==> src/rtl/mem_bus_pkg.sv <==
// Shared types and constants for the 16-bit memory bus initiator.
// The state enum, default bus widths and reset-value constants live here
// so the master and any bench agree on the encoding.
package mem_bus_pkg;

    typedef enum logic [1:0] {
        IDLE = 2'd0,
        WR   = 2'd1,
        RD   = 2'd2,
        RSP  = 2'd3
    } state_t;

    localparam int DEF_ADDR_W = 16;
    localparam int DEF_DATA_W = 16;

    // Out of reset the master sits in IDLE, advertising readiness with all
    // memory strobes, address and data driven low.
    localparam state_t RST_STATE     = IDLE;
    localparam logic   RST_REQ_READY = 1'b1;

endpackage

==> src/rtl/mem_bus_master.sv <==
// Bus initiator for the 16-bit memory port.
// Takes read/write requests on a valid/ready front end, drives address,
// load, out_en and the shared data bus, and returns read data on a
// valid/ready response channel.
// Optional feature: define MEM_MASTER_BURST_EN to add the req_len port and
// multi-beat reads with an auto-incrementing address.
module mem_bus_master
    import mem_bus_pkg::*;
#(
    parameter int ADDR_W   = DEF_ADDR_W,
    parameter int DATA_W   = DEF_DATA_W,
    parameter int READ_LAT = 1,
    parameter int BURST_W  = 4
) (
    input  logic               clk,
    input  logic               reset,
    input  logic               req_valid,
    output logic               req_ready,
    input  logic               req_write,
    input  logic [ADDR_W-1:0]  req_addr,
    input  logic [DATA_W-1:0]  req_wdata,
`ifdef MEM_MASTER_BURST_EN
    input  logic [BURST_W-1:0] req_len,
`endif
    output logic               rsp_valid,
    input  logic               rsp_ready,
    output logic [DATA_W-1:0]  rsp_rdata,
    output logic               rsp_last,
    output logic [ADDR_W-1:0]  address,
    output logic               load,
    output logic               out_en,
    output logic [DATA_W-1:0]  data_out,
    output logic               data_oe,
    input  logic [DATA_W-1:0]  data_in
);

    // Latency counter loads READ_LAT-1 and counts down to zero while out_en
    // is held, so it needs just enough bits for READ_LAT-1.
    localparam int               LAT_W    = (READ_LAT > 1) ? $clog2(READ_LAT) : 1;
    localparam logic [LAT_W-1:0] LAT_INIT = LAT_W'(READ_LAT - 1);

    state_t            state_q;
    state_t            state_d;
    logic [ADDR_W-1:0] addr_q;
    logic [DATA_W-1:0] wdata_q;
    logic [DATA_W-1:0] rdata_q;
    logic [LAT_W-1:0]  lat_q;
    logic              accept;
    logic              lat_done;
    logic              more_beats;

`ifdef MEM_MASTER_BURST_EN
    logic [BURST_W-1:0] beats_q;
    logic               last_q;

    assign more_beats = (beats_q != '0);
`else
    assign more_beats = 1'b0;
`endif

    assign accept   = req_valid && (state_q == IDLE);
    assign lat_done = (lat_q == '0);

    // State register; asynchronous reset returns to IDLE immediately and
    // discards any in-flight transaction.
    always_ff @(posedge clk or negedge reset) begin
        if (!reset) begin
            state_q <= RST_STATE;
        end else begin
            state_q <= state_d;
        end
    end

    // Next-state logic: writes take one WR cycle, reads alternate RD/RSP per beat.
    always_comb begin
        state_d = state_q;
        case (state_q)
            IDLE: begin
                if (accept) begin
                    state_d = req_write ? WR : RD;
                end
            end
            WR: begin
                state_d = IDLE;
            end
            RD: begin
                if (lat_done) begin
                    state_d = RSP;
                end
            end
            RSP: begin
                if (rsp_ready) begin
                    state_d = more_beats ? RD : IDLE;
                end
            end
            default: begin
                state_d = IDLE;
            end
        endcase
    end

    // Request latch, latency/beat counters and read-data capture.
    always_ff @(posedge clk or negedge reset) begin
        if (!reset) begin
            addr_q  <= '0;
            wdata_q <= '0;
            rdata_q <= '0;
            lat_q   <= '0;
`ifdef MEM_MASTER_BURST_EN
            beats_q <= '0;
            last_q  <= 1'b0;
`endif
        end else begin
            case (state_q)
                IDLE: begin
                    if (accept) begin
                        addr_q <= req_addr;
                        lat_q  <= LAT_INIT;
                        // Keep data_out at the last written value across reads.
                        if (req_write) begin
                            wdata_q <= req_wdata;
                        end
`ifdef MEM_MASTER_BURST_EN
                        beats_q <= req_write ? '0 : req_len;
`endif
                    end
                end
                RD: begin
                    if (lat_done) begin
                        rdata_q <= data_in;
`ifdef MEM_MASTER_BURST_EN
                        last_q  <= !more_beats;
`endif
                    end else begin
                        lat_q <= lat_q - 1'b1;
                    end
                end
                RSP: begin
                    // Next beat: address wraps naturally at 2^ADDR_W.
                    if (rsp_ready && more_beats) begin
                        addr_q <= addr_q + 1'b1;
                        lat_q  <= LAT_INIT;
`ifdef MEM_MASTER_BURST_EN
                        beats_q <= beats_q - 1'b1;
`endif
                    end
                end
                default: begin
                end
            endcase
        end
    end

    // Strobes decode straight from the state, so WR and RD can never overlap
    // and an asynchronous reset clears them without waiting for a clock.
    assign req_ready = (state_q == IDLE) ? RST_REQ_READY : 1'b0;
    assign load      = (state_q == WR);
    assign data_oe   = (state_q == WR);
    assign out_en    = (state_q == RD);
    assign rsp_valid = (state_q == RSP);
    assign address   = addr_q;
    assign data_out  = wdata_q;
    assign rsp_rdata = rdata_q;

`ifdef MEM_MASTER_BURST_EN
    assign rsp_last  = rsp_valid && last_q;
`else
    assign rsp_last  = rsp_valid;
`endif

endmodule

==> config.mk <==
export PLATFORM = sky130hd
export DESIGN_NAME = mem_bus_master
export DESIGN_NICKNAME = d
export VERILOG_FILES = /design/src/rtl/mem_bus_pkg.sv /design/src/rtl/mem_bus_master.sv
export SDC_FILE = /design/constraint.sdc
export NUM_CORES = 1
export LEC_CHECK = 0
export ABC_CLOCK_PERIOD_IN_PS = 3370
export CAP_MARGIN = 25
export CORE_MARGIN = 2
export CORE_UTILIZATION = 42
export DETAILED_ROUTE_END_ITERATION = 12
export HOLD_SLACK_MARGIN = 0.03
export PLACE_DENSITY = 0.89
export REMOVE_ABC_BUFFERS = 1
export SETUP_SLACK_MARGIN = 0.1
export SLEW_MARGIN = 0
export SYNTH_ARGS = -nofsm -noshare
export SYNTH_HDL_FRONTEND = slang
export SYNTH_SLANG_ARGS = --single-unit
==> constraint.sdc <==
create_clock -name clk -period 3.37 [get_ports clk]
set_input_delay 0.337 -clock clk [delete_from_list [all_inputs] [get_ports clk]]
set_output_delay 0.337 -clock clk [all_outputs]
set_load 0.02 [all_outputs]
==> metrics.md <==
| Metric | Value |
|---|---|
| NetSw | 1.12 mW |
| Sequential share of power | 34.7% |
| Final Hold Fails | 0 |
| Largest family of logic cells by synthesized area | multiplexers |
| I/O pin cnt | 107 |
| First-pass GRT wire length | about 6600 um |
| Clk_lat worst skew | 0.29 ns |
| GRT overflow | 0 |
| Synthesized area per cell | between 15 and 20 sq um |
| Mapped Area | around 2000 sq um |
| Post-CTS Setup Inserts | 0 |
| Critical Path Fanout Max | 17 |
| CP Capture Type | output pin |
| RSZ-0062 raised after global routing | no |
| Post-synthesis xor/xnor area fraction | 0% |
| Vias per cell | just under 5 |
| ANT cells | 0 |
| Vias after detailed routing | ~1400 |
| Share of cells above drive strength 1 | 27.3% |
| Seq/Total Area, Yosys | a little over three fifths |
| Hold path cells | 1 |
| #FFs+latches synth | 50 |
| PD cells | about 990 nW/um^2 |
| ANT nets after route | 0 |
| Worst r2r path cells | 2 |
| Crit Path Class | reg -> out |
| Worst R2R Start | state_q[0] |
| Worst EP arrival | approximately 1.9 ns |
| Hold Path Class | reg -> reg |
| Pins Over Slew Limit | 0 |
| Crit path required time | around 3 ns |
| Cts hold-fix bufs | 1 |
| Area Growth Syn to Fin | 59.7% |
| Reg2Reg Setup Slack | ~1.6 ns |
| Antenna violations before repair | 0 |
| Total power | about 3.2 mW |
| Reg2Reg Capture Point | address[14] |
| Num CTS Buffers | 5 |
| Hold Crit Endpoint | rsp_rdata[2] |
| Final GP Congestion | ~0.72 |
| Post-Synth Simple-Gate Area | just over 3% |
| CP max stage delay | ~0.64 ns |
| Clock Path Buffers | 2 |
| # rows | 25 |
| Leakage | approximately 1.3 nW |
| Max-cap violations | 0 |
| H-tree levels | 2 |
| Detail-routed net length per standard cell | 15.3 um |
| Root buf cell | clkbuf_8 |
| Core area | about 4700 sq um |
| Max VDD drop | ~0.00055 V |
| Die Wd | between 70 and 80 um |
| CP startpoint kind | flip-flop |
| Mapped Cells | roughly 120 |
| Fin crit share | between 60% and 70% |
| Worst-path clk slew | about 0.090 ns |
| Iteration-0 DRC Markers | 28 |
| Fmax | roughly 0.45 GHz |
| Ys Warns | 0 |
| Initial Util | approximately 43% |
| Pre-Repair DR Iteration Count | 2 |
| Relative slew slack | a little under half |
| Final setup fails | 0 |
| Worst Max-Slew Pin Slew | roughly 0.8 ns |
| Post-synthesis adder-cell area fraction | 0% |
| Sw frac | about a third |
| Crit path max-delay family | buffers and inverters |
| Comb pwr share | a little over half |
| Final net count | 279 |
| Final critical-path required period | between 2 and 2.5 ns |
| Outcome | finished clean |
| CTS tree | yes |
| GRT Resource Usage Total | roughly 17% |
| Compound-Gate Fraction of Synth Area | between 1 and 1.5% |
| Hold_sp | rsp_rdata[2] |
| Setup TNS | 0 ns |
| Residual DRC | 0 |
| Worst Path Buf+Inv | 2 |
| CTS resizes | 0 |
| CTS sink cnt | 50 |
| Clock power share | a little over a tenth |
| Setup Skew | roughly 0.006 ns |
| Slowest CP cell | clkdlybuf4s50_1 |
| Die Y | 72.9 um |
| Die area | 5320 sq um |
| Multiplexer share of the synthesized area | between 20% and 30% |
| Final wirelength | between 4000 and 5000 um |
| Int Pwr | approximately 2.0 mW |
| Synth cell types | 15 |
| Largest net degree at the start of global routing | 29 |
| HPWL Detailed | 3290 um |
| CP Cell Sequence | nor2b_1 > buf_4 > clkdlybuf4s50_1 |
| Vias in the first global route | between 1000 and 1500 |
| Port-buffer cells | between 100 and 150 |
[power by group through the flow]
stage                     Combinational, mW  Sequential (mW)  Clock, mW
after detailed placement               1.73             1.11          0
after CTS                              1.74             1.11      0.361
after floorplan                       0.527             1.45          0
after global routing                   1.81             1.14      0.389
final                                  1.72             1.10      0.347
after global placement                 1.70             1.10          0
[per-stage QoR]
step | utilization (%) | std cells | instance area (sq um) | hold WS, ns | setup WS, ns
final | 68.3 | 281 | 3190 | 0.510 | 1.14
after global routing | 68.3 | 281 | 3190 | 0.519 | 1.02
after CTS | 68.3 | 281 | 3190 | 0.513 | 1.10
after detailed placement | 66.2 | 272 | 3080 | 0.348 | 1.21
after global placement | 65.7 | 271 | 3060 | 0.488 | 1.29
after floorplan | - | 109 | 1910 | 0.0414 | 0.115
[cell families (layout without fill, tap and decap cells)]
group	Yosys count	count (layout)
AO/OA/AOI/OAI	3	3
buffers and inverters	8	118
flip-flops	50	50
multiplexers	48	48
AND/OR/NAND/NOR	8	8
[synth_stat cells (all sizes together)]
master / n / area share [%]
dfrtp: 50 / 63
mux2: 48 / 29
buf: 8 / 4.2
nor2b: 2 / 0.63
o21ai: 2 / 0.50
a21bo: 1 / 0.50
and2: 1 / 0.31
nand2: 1 / 0.19
nand2b: 1 / 0.31
nor2: 1 / 0.19
nor3b: 1 / 0.94
nor4bb: 1 / 0.50
[placed cells by master, fill, tap and decap left out, types with 2 or more instances in the layout]
| master | instances |
|---|---|
| nor2b_1 | 2 |
| buf_4 | 2 |
| mux2_2 | 38 |
| clkdlybuf4s50_1 | 105 |
| mux2_4 | 10 |
| dfrtp_1 | 50 |
| clkbuf_8 | 6 |
| o21ai_0 | 2 |
[how the worst max path moves through the flow]
stage                     slack (ns)        from     endpoint  cells past startpoint
after floorplan                 0.12  state_q[0]  data_out[2]                      2
after global placement          1.29   req_valid  address[10]                      3
after detailed placement        1.21   req_valid  address[13]                      3
after CTS                       1.10  state_q[1]       out_en                      3
after global routing            1.02  state_q[1]       out_en                      3
final                           1.14  state_q[1]       out_en                      3
[area by class of cell]
| type | instances | area, sq um |
|---|---|---|
| Clock inverter | 1 | 5.00 |
| Multi-Input combinational cell | 59 | 674 |
| Sequential cell | 50 | 1250 |
| Clock buffer | 7 | 86.3 |
| Fill cell | 328 | 1480 |
| Timing Repair Buffer | 110 | 1100 |
| Tap cell | 54 | 67.6 |
[flip-flops by register name (all words and copies together), names as in the netlist]
name	cells
address	16
data_out	16
rsp_rdata	16
state_q	2
[per-layer routing]
metal	share of wire, %	GRT usage, %
met3	10	8.29
met5	0	0
met2	48	26.8
met4	1.5	5.56
met1	40	19.6
Power figures use the tool's default switching activity.
